### config.mk
export PLATFORM = sky130hd
export DESIGN_NAME = jk_bank_driver
export DESIGN_NICKNAME = d
export VERILOG_FILES = /design/src/rtl/jk_pkg.sv /design/src/rtl/jk_excite.sv /design/src/rtl/jk_bank_driver.sv
export SDC_FILE = /design/constraint.sdc
export NUM_CORES = 1
export LEC_CHECK = 0
export ABC_AREA = 1
export ABC_CLOCK_PERIOD_IN_PS = 3800
export BUFFER_PORTS_ARGS = -buffer_cell sky130_fd_sc_hd__buf_2
export CAP_MARGIN = 20
export CORE_MARGIN = 2
export CORE_UTILIZATION = 55
export CTS_CLUSTER_DIAMETER = 120
export CTS_CLUSTER_SIZE = 20
export DETAILED_ROUTE_END_ITERATION = 12
export GPL_TIMING_DRIVEN = 0
export PLACE_DENSITY = 0.82
export SLEW_MARGIN = 10
export SYNTH_ARGS = -nofsm -noshare
export SYNTH_HDL_FRONTEND = slang
export SYNTH_SLANG_ARGS = --single-unit
### constraint.sdc
create_clock -name clk -period 3.8 [get_ports clk]
set_input_delay 0.57 -clock clk [delete_from_list [all_inputs] [get_ports clk]]
set_output_delay 0.57 -clock clk [all_outputs]
set_load 0.02 [all_outputs]
### src/rtl/jk_pkg.sv
// Shared types and JK excitation codes for the JK bank driver.
// Codes are packed as {j, k}.
package jk_pkg;

   typedef enum logic [1:0] {
      IDLE  = 2'b00,
      DRIVE = 2'b01,
      WAIT  = 2'b10,
      CHECK = 2'b11
   } state_t;

   localparam logic [1:0] JK_HOLD   = 2'b00;
   localparam logic [1:0] JK_RESET  = 2'b01;
   localparam logic [1:0] JK_SET    = 2'b10;
   localparam logic [1:0] JK_TOGGLE = 2'b11;

endpackage

### src/rtl/jk_excite.sv
// One-bit JK excitation: current q and target t -> {j, k}.
// Define JK_TOGGLE_EN to drive every changing bit with the toggle code instead of set/reset.
module jk_excite
   import jk_pkg::*;
(
   input  logic       q,
   input  logic       t,
   output logic [1:0] jk
);

`ifdef JK_TOGGLE_EN
   localparam logic [1:0] JK_UP_C   = JK_TOGGLE;
   localparam logic [1:0] JK_DOWN_C = JK_TOGGLE;
`else
   localparam logic [1:0] JK_UP_C   = JK_SET;
   localparam logic [1:0] JK_DOWN_C = JK_RESET;
`endif

   // Unknown q falls to hold; the mismatch is caught later at the check.
   always_comb begin
      jk = JK_HOLD;
      case ({q, t})
         2'b01:   jk = JK_UP_C;
         2'b10:   jk = JK_DOWN_C;
         default: jk = JK_HOLD;
      endcase
   end

endmodule

### src/rtl/jk_bank_driver.sv
// Drives a bank of JK flip-flops to a target word, verifies q after settling, retries or flags err.
// Optional toggle excitation is selected by the JK_TOGGLE_EN macro (see jk_excite).
module jk_bank_driver
   import jk_pkg::*;
#(
   parameter int WIDTH         = 4,
   parameter int SETTLE_CYCLES = 1,
   parameter int MAX_RETRY     = 2
)(
   input  logic             clk,
   input  logic             rst_n,
   input  logic             tgt_valid,
   output logic             tgt_ready,
   input  logic [WIDTH-1:0] tgt_data,
   output logic [WIDTH-1:0] j,
   output logic [WIDTH-1:0] k,
   input  logic [WIDTH-1:0] q_fb,
   output logic             busy,
   output logic             done,
   output logic             err
);

   localparam logic [3:0] SETTLE_LOAD = 4'(SETTLE_CYCLES - 1);
   localparam logic [2:0] RETRY_MAX   = 3'(MAX_RETRY);

   state_t           state_r, state_s;
   logic [WIDTH-1:0] tgt_r, tgt_s;
   logic [WIDTH-1:0] j_r, j_s, k_r, k_s;
   logic [WIDTH-1:0] t_sel_s, ex_j_s, ex_k_s;
   logic [3:0]       cnt_r, cnt_s;
   logic [2:0]       retry_r, retry_s;
   logic             tgt_ready_r, tgt_ready_s;
   logic             busy_r;
   logic             done_r, done_s;
   logic             err_r, err_s;

   // On accept the target comes straight from the port; on retry from the latched copy.
   assign t_sel_s = (state_r == IDLE) ? tgt_data : tgt_r;

   for (genvar gi = 0; gi < WIDTH; gi++) begin : g_bit
      logic [1:0] jk_s;
      jk_excite u_excite (
         .q  (q_fb[gi]),
         .t  (t_sel_s[gi]),
         .jk (jk_s)
      );
      assign ex_j_s[gi] = jk_s[1];
      assign ex_k_s[gi] = jk_s[0];
   end

   // Next-state, excitation and handshake decode.
   always_comb begin
      state_s     = state_r;
      tgt_s       = tgt_r;
      j_s         = j_r;
      k_s         = k_r;
      cnt_s       = cnt_r;
      retry_s     = retry_r;
      tgt_ready_s = tgt_ready_r;
      done_s      = 1'b0;
      err_s       = 1'b0;
      case (state_r)
         IDLE: begin
            j_s = {WIDTH{1'b0}};
            k_s = {WIDTH{1'b0}};
            if (tgt_valid && tgt_ready_r) begin
               tgt_s       = tgt_data;
               j_s         = ex_j_s;
               k_s         = ex_k_s;
               retry_s     = 3'd0;
               tgt_ready_s = 1'b0;
               state_s     = DRIVE;
            end else begin
               tgt_ready_s = 1'b1;
               state_s     = IDLE;
            end
         end
         DRIVE: begin
            j_s     = {WIDTH{1'b0}};
            k_s     = {WIDTH{1'b0}};
            cnt_s   = SETTLE_LOAD;
            state_s = WAIT;
         end
         WAIT: begin
            if (cnt_r == 4'd0) begin
               state_s = CHECK;
            end else begin
               cnt_s = cnt_r - 4'd1;
            end
         end
         CHECK: begin
            // An X on q_fb makes this compare unknown, which takes the mismatch path.
            if (q_fb == tgt_r) begin
               done_s      = 1'b1;
               tgt_ready_s = 1'b1;
               state_s     = IDLE;
            end else if (retry_r < RETRY_MAX) begin
               retry_s = retry_r + 3'd1;
               j_s     = ex_j_s;
               k_s     = ex_k_s;
               state_s = DRIVE;
            end else begin
               err_s       = 1'b1;
               tgt_ready_s = 1'b1;
               state_s     = IDLE;
            end
         end
         default: begin
            j_s         = {WIDTH{1'b0}};
            k_s         = {WIDTH{1'b0}};
            tgt_ready_s = 1'b0;
            state_s     = IDLE;
         end
      endcase
   end

   // State and output registers; reset parks the bank with j=k=0.
   always_ff @(posedge clk or negedge rst_n) begin
      if (!rst_n) begin
         state_r     <= IDLE;
         tgt_r       <= {WIDTH{1'b0}};
         j_r         <= {WIDTH{1'b0}};
         k_r         <= {WIDTH{1'b0}};
         cnt_r       <= 4'd0;
         retry_r     <= 3'd0;
         tgt_ready_r <= 1'b0;
         busy_r      <= 1'b0;
         done_r      <= 1'b0;
         err_r       <= 1'b0;
      end else begin
         state_r     <= state_s;
         tgt_r       <= tgt_s;
         j_r         <= j_s;
         k_r         <= k_s;
         cnt_r       <= cnt_s;
         retry_r     <= retry_s;
         tgt_ready_r <= tgt_ready_s;
         busy_r      <= (state_s != IDLE);
         done_r      <= done_s;
         err_r       <= err_s;
      end
   end

   assign tgt_ready = tgt_ready_r;
   assign j         = j_r;
   assign k         = k_r;
   assign busy      = busy_r;
   assign done      = done_r;
   assign err       = err_r;

endmodule

==> reports/metrics.yaml, run 1 <==
status: "finished, final reports clean"
clk_path_buf_depth: 2
final_nets: 223
slew_viol_final: 0
maxSlewHeadroom: 0.640
finClkSkew_ns: 0.00314
rows: 17
cts.sinks: 25
yosysMostFrequentCell: "nand2_1"
cts_hold_buf: 0
ys.flop_type: "dfrtp_1"
pwr_density_cell_nw_per_um2: 718
ios: 23
post-route-period-util: 0.435
crit-reg2reg-capture: "retry_r[1]$_DFFE_PN0P_"
worst-r2r-cell-count: 9
met2_usage: 0.364
yosys.cell_types.count: 19
cts_max_level: 1
rsz0062_at_grt: "no"
top_usage_layer: "met2"
drtIter0Drc: 37
worst_slack_ns: 2.15
yosysWarnings: 0
dpl.hpwl_um: 2070
grtUsageTotal: 0.214
hold_path.class: "in2async"
wl_um: 2610
nFillCells: 197
yosys-top-cells-area: "dfrtp_1 (46%), nand2_1 (18%), inv_1 (6.7%)"
use_met3: 0.0278
synth-edff-count: 0
clk_pin_slew_ns: 0.13
tightest_slew_ns: 0.540
cts_buffers: 3
syn_area_um2: 1350
cp_max_fo: 9
grt-ovfl-total: 0
setup-tns-final_ns: 0
min_period_ns: 1.65
r2r_slack_ns: 2.15
grt_max_degree: 26
synth_top_area_share: 0.463
die_y_um: 53.6
diodes: 0
synthCells: 178
fmax_mhz: 605
peakVddDrop_v: 0.000465
drive_above_1_share: 0.157
wl_per_cell_um: 11.3
antenna_found_initial: 0
cts_resized: 0
hold_violations: 0
postSynth.asyncResetShare: 1.00
crit_arrival_ns: 1.92
grt_pass1_vias: 1091
start_kind: "flop"
p_leak_uw: 0.000912
worstReg2RegStart: "state_r[0]$_DFF_PN0_"
synth-seq-cells: 25
initial_core_util: 0.594
setup_viol: 0
detail_route.vias_per_cell: 5.13
critical_path_required_ns: 4.06
critPathKind: "reg2reg"
core_um2: 2280
post_cts_buffers: 0
drc: 0
maxCapViolCount: 0
yosys-top-cells-count: "nand2_1 (64), dfrtp_1 (25), inv_1 (24)"
portBuffers: 22
clockRootBuffer: "clkbuf_4"
ant_nets: 0
clock_latency_ns: 0.31
worst_setup_path_end_kind: "flop"
dp_slack_ns: 2.15
die_x_um: 53.6
cts_tree: "built"
die_area_um2: 2870
post_synth.cell_area_avg_um2: 7.60
gp_congestion: 0.846
synth_fp_nets: 196
grt_pass1_wl_um: 4460
ys_seq_area_frac: 0.463
firstDrtPassIters: 4
syn_to_final_growth_pct: 12.7
via_count: 1190
yosys.area.top_type: "dfrtp_1"
use_met1: 0.268
[metrics by stage]
step	hold slack [ns]	util	cells	cell area [um^2]	total power, uW
floorplan	0.274	-	178	1350	833
global placement	0.450	0.658	228	1500	953
detailed placement	0.456	0.658	228	1500	984
CTS	0.232	0.670	232	1520	1100
global route	0.257	0.670	232	1520	1200
finish	0.213	0.670	232	1520	1090
[worst max-delay path by stage]
stage                                   endpoint                 start  slack (ns)
after floorplan                 k[0]$_DFFE_PN0P_             tgt_valid        2.42
after global placement          k[3]$_DFFE_PN0P_             tgt_valid        2.20
after detailed placement        k[2]$_DFFE_PN0P_             tgt_valid        2.15
after CTS                 retry_r[0]$_DFFE_PN0P_  state_r[0]$_DFF_PN0_        2.16
after global routing      retry_r[1]$_DFFE_PN0P_  state_r[0]$_DFF_PN0_        1.92
final                     retry_r[1]$_DFFE_PN0P_  state_r[0]$_DFF_PN0_        2.15
[placed cells by master (no fill, tap or decap)]
cell / count
clkbuf_1: 2
nand3_1: 9
clkbuf_2: 1
buf_6: 1
dfrtp_1: 25
nand4_1: 8
xor2_1: 1
nand3_2: 2
o21ai_0: 4
inv_1: 24
ha_1: 7
nor2_2: 2
buf_2: 22
nor2_1: 16
a21oi_1: 7
nand2_1: 64
xnor2_1: 1
clkinv_1: 1
o22ai_1: 3
clkbuf_4: 3
nand2_2: 1
[cell type report]
type,instances,area [um^2],area share
sequential,25,626,0.411
multi-input combinational,125,613,0.402
timing repair buffer,22,110,0.0722
inverter,25,93.8,0.0616
tap,28,35.0,0.0230
clock buffer,4,26.3,0.0172
buffer,3,20.0,0.0131
[cells by family (layout without fill, tap and decap cells)]
logic type                 after synthesis  after routing  synth area share
buffers and inverters                   28             54            0.0842
DFF                                     25             25             0.463
and+or+nand+nor                        102            102             0.321
AOI/OAI and AO/OA                       14             14            0.0546
xor gates and xnor gates                 2              2            0.0130
adders and majority gates                7              7            0.0648
[report_power, final]
group,leakage [uW],switching [uW],internal (uW)
Sequential,0.000319,55.9,358
Clock,0.0000150,75.8,41.1
Combinational,0.000578,380,184
[layer usage]
layer | up-vias | wire length, um
li1 | 611 | -
met1 | 536 | 1160
met2 | 38 | 1280
met3 | 5 | 123
met4 | 0 | 40
met5 | - | 0
[flip-flops by register name, summed over array words and instances, names as in the netlist]
signal     cells
err            1
done           1
tgt_r          4
tgt_ready      1
state_r        2
k              4
busy           1
j              4
retry_r        3
cnt_r          4
[worst max-delay path: stages, from the launching register on]
cell,delay (ns)
dfrtp_1,0.43
inv_1,0.13
ha_1,0.16
clkbuf_2,0.18
nand2_2,0.14
o21ai_0,0.13
inv_1,0.06
nor2_1,0.21
nand2_1,0.08
nand2_1,0.07
Power figures use the tool's default switching activity.
==> inputs of run 2 (changes only) <==
Settings changed: ABC_CLOCK_PERIOD_IN_PS 3800 to 1570.
Clock period 3.8 ns to 1.57 ns, I/O delays scaled along.
==> run 2 against run 1 <==
  * Cell count rose by 1.3%
  * Setup slack got worse by 2.0 ns
  * Global-route usage rose by 0.18 points
  * Non-clock buffer count rose by 3
  * Clock-buffer cell count did not move
  * Flip-flop and latch count did not move
  * Sequential power rose by 140%
  * Total power rose to 2.5 times the previous value
  * Largest power group unchanged
  * Sequential share of layout area fell by 1.4 points
  * Clock power rose by 140%
  * Maximum frequency rose by 13%
  * Clock skew rose by 0.00065 ns
==> reports/metrics.yaml, run 2 (same netlist as run 1, synthesis figures left out) <==
initial_core_util: 0.594  # unchanged
rsz0062_at_grt: "no"  # unchanged
grtUsageTotal: 0.216  # was 0.214
core_um2: 2280  # unchanged
grt_max_degree: 26  # unchanged
post-route-period-util: 0.929  # was 0.435
mostFrequentLayoutCells: "nand2_1 (64), dfrtp_1 (25), inv_1 (22), buf_2 (22), nor2_1 (14)"  # was nand2_1 (64), dfrtp_1 (25), inv_1 (24), buf_2 (22), nor2_1 (16)
wl_per_cell_um: 11.2  # was 11.3 um
cts_tree: "built"  # unchanged
worst_setup_path_end_kind: "flop"  # unchanged
detail_route.vias_per_cell: 5.14  # was 5.13
status: "finished, final reports clean"  # unchanged
crit_family: "flip-flops"  # was simple AND/OR/NAND/NOR gates
clock_latency_ns: 0.32  # was 0.31 ns
gp_congestion: 0.846  # unchanged
design_area_um2: 1580  # was 1520 um^2
p_leak_uw: 0.000938  # was 0.000912 uW
grt-ovfl-total: 0  # unchanged
ios: 23  # unchanged
hold_start: "tgt_data[1]"
maxSlewHeadroom: 0.640  # about the same
cts_max_level: 1  # unchanged
peakVddDrop_v: 0.00115  # was 0.000465 V
final_common_cell: "nand2_1"  # unchanged
hold_path.class: "in2reg"  # was in2async
critPathKind: "reg2reg"  # unchanged
drc: 0  # unchanged
dpl.hpwl_um: 2070  # unchanged
dpl_cell_area_um2: 1500  # unchanged
slew_viol_final: 0  # unchanged
maxCapViolCount: 0  # unchanged
layout.cells.non_filler: 235  # was 232
place_inst: 228  # unchanged
grt_pass1_vias: 1085  # was 1091
die_y_um: 53.6  # unchanged
cts.sinks: 25  # unchanged
wl_um: 2640  # was 2610 um
clockRootBuffer: "clkbuf_4"  # unchanged
ant_nets: 0  # unchanged
slowest_delay_ns: 0.40  # was 0.43 ns
hold_violations: 0  # unchanged
cp_max_fo: 10  # was 9
firstDrtPassIters: 4  # unchanged
pwr_density_cell_nw_per_um2: 1760  # was 718 nW/um^2
clk_pin_slew_ns: 0.13  # about the same
diodes: 0  # unchanged
antenna_found_initial: 0  # unchanged
fmax_mhz: 686  # was 605 MHz
path_buf_inv: 2  # was 3
via_count: 1208  # was 1190
die_area_um2: 2870  # unchanged
worstPathCellList: "buf_4, ha_1, nand2_1, clkbuf_2, nand4_1, nand2_1"  # was inv_1, ha_1, clkbuf_2, nand2_2, o21ai_0, inv_1, nor2_1, nand2_1, nand2_1
worstReg2RegStart: "state_r[1]$_DFF_PN0_"  # was state_r[0]$_DFF_PN0_
rows: 17  # unchanged
critPathLaunch: "state_r[1]$_DFF_PN0_"  # was state_r[0]$_DFF_PN0_
drtIter0Drc: 39  # was 37
tightest_slew_ns: 0.541  # was 0.540 ns
drive_above_1_share: 0.208  # was 0.157
p_total_uw: 2780  # was 1090 uW
final_nets: 226  # was 223
crit_path_frequent_cell: "nand2_1"
setup_viol: 0  # unchanged
portBuffers: 22  # unchanged
critical_path_required_ns: 1.84  # was 4.06 ns
hold_ws_ns: 0.178  # was 0.213 ns
min_period_ns: 1.46  # was 1.65 ns
crit_arrival_ns: 1.72  # was 1.92 ns
clk_path_buf_depth: 2  # unchanged
cts_buffers: 3  # unchanged
die_x_um: 53.6  # unchanged
syn_to_final_growth_pct: 16.6  # was 12.7%
start_kind: "flop"  # unchanged
crit_slowest_cell: "dfrtp_1"  # unchanged
finClkSkew_ns: 0.00378  # was 0.00314 ns
grt_pass1_wl_um: 4470  # was 4460 um
## run 2: changes by cell type in the layout (fill, tap and decap cells not counted), moves of 2 or more
cell     delta
nor2_1      -2
o21ai_0     -2
inv_2       +3
buf_4       +2
inv_1       -2
nor2_2      +2
## run 2: final timing paths
kind | to | slack (ns) | depth (start not counted)
worst max-delay path | k[2]$_DFFE_PN0P_ | 0.11 | 6
worst min-delay path | tgt_r[1]$_DFFE_PN0P_ | 0.18 | 3
worst max register to register | k[2]$_DFFE_PN0P_ | 0.11 | 6
worst min register to register | j[1]$_DFFE_PN0P_ | 0.48 | 2
max in group asynchronous | retry_r[1]$_DFFE_PN0P_ | 0.80 | 2
min in group asynchronous | done$_DFF_PN0_ | 0.41 | 2
## run 2: worst register-to-register path, stage by stage, from the launching register on
cell and delay [ns]:
dfrtp_1 0.40, buf_4 0.14, ha_1 0.25, nand2_1 0.16
clkbuf_2 0.23, nand4_1 0.14, nand2_1 0.09
## run 2: timing repair
item	4_1_cts	5_1_grt
setup endpoints to repair	8	13
hold buffers	1	0
setup buffers	1	1
gates resized for setup	2	14
hold endpoints to repair	25	0
## run 2: per-stage QoR
step | worst slack [ns] | util | TNS, ns
2_1_floorplan | 0.192 | - | 0
5_1_grt | 0.00363 | 0.693 | 0
3_3_place_gp | 0.0266 | 0.658 | 0
4_1_cts | 0.00102 | 0.679 | 0
6_report | 0.112 | 0.693 | 0
3_5_place_dp | -0.0452 | 0.658 | -0.128
## run 2: power breakdown
| group | internal (uW) | leakage, uW | switching [uW] |
|---|---|---|---|
| Clock | 99.6 | 0.0000150 | 186 |
| Sequential | 867 | 0.000319 | 134 |
| Combinational | 522 | 0.000604 | 972 |
## run 2: layer usage
metal / vias up / wire length, um / GRT usage
li1: 619 / - / -
met1: 551 / 1200 / 0.270
met2: 31 / 1280 / 0.377
met3: 7 / 108 / 0.0250
met4: 0 / 47 / 0.0897
met5: - / 0 / 0
## run 2: cell type report
cell class	instances	area, um^2
plain buffers	3	27.5
clock buffers	4	26.3
fillers	191	699
inverters	25	93.8
multi-input cells	125	633
flip-flops and latches	25	626
well taps	28	35.0
repair buffers	25	135
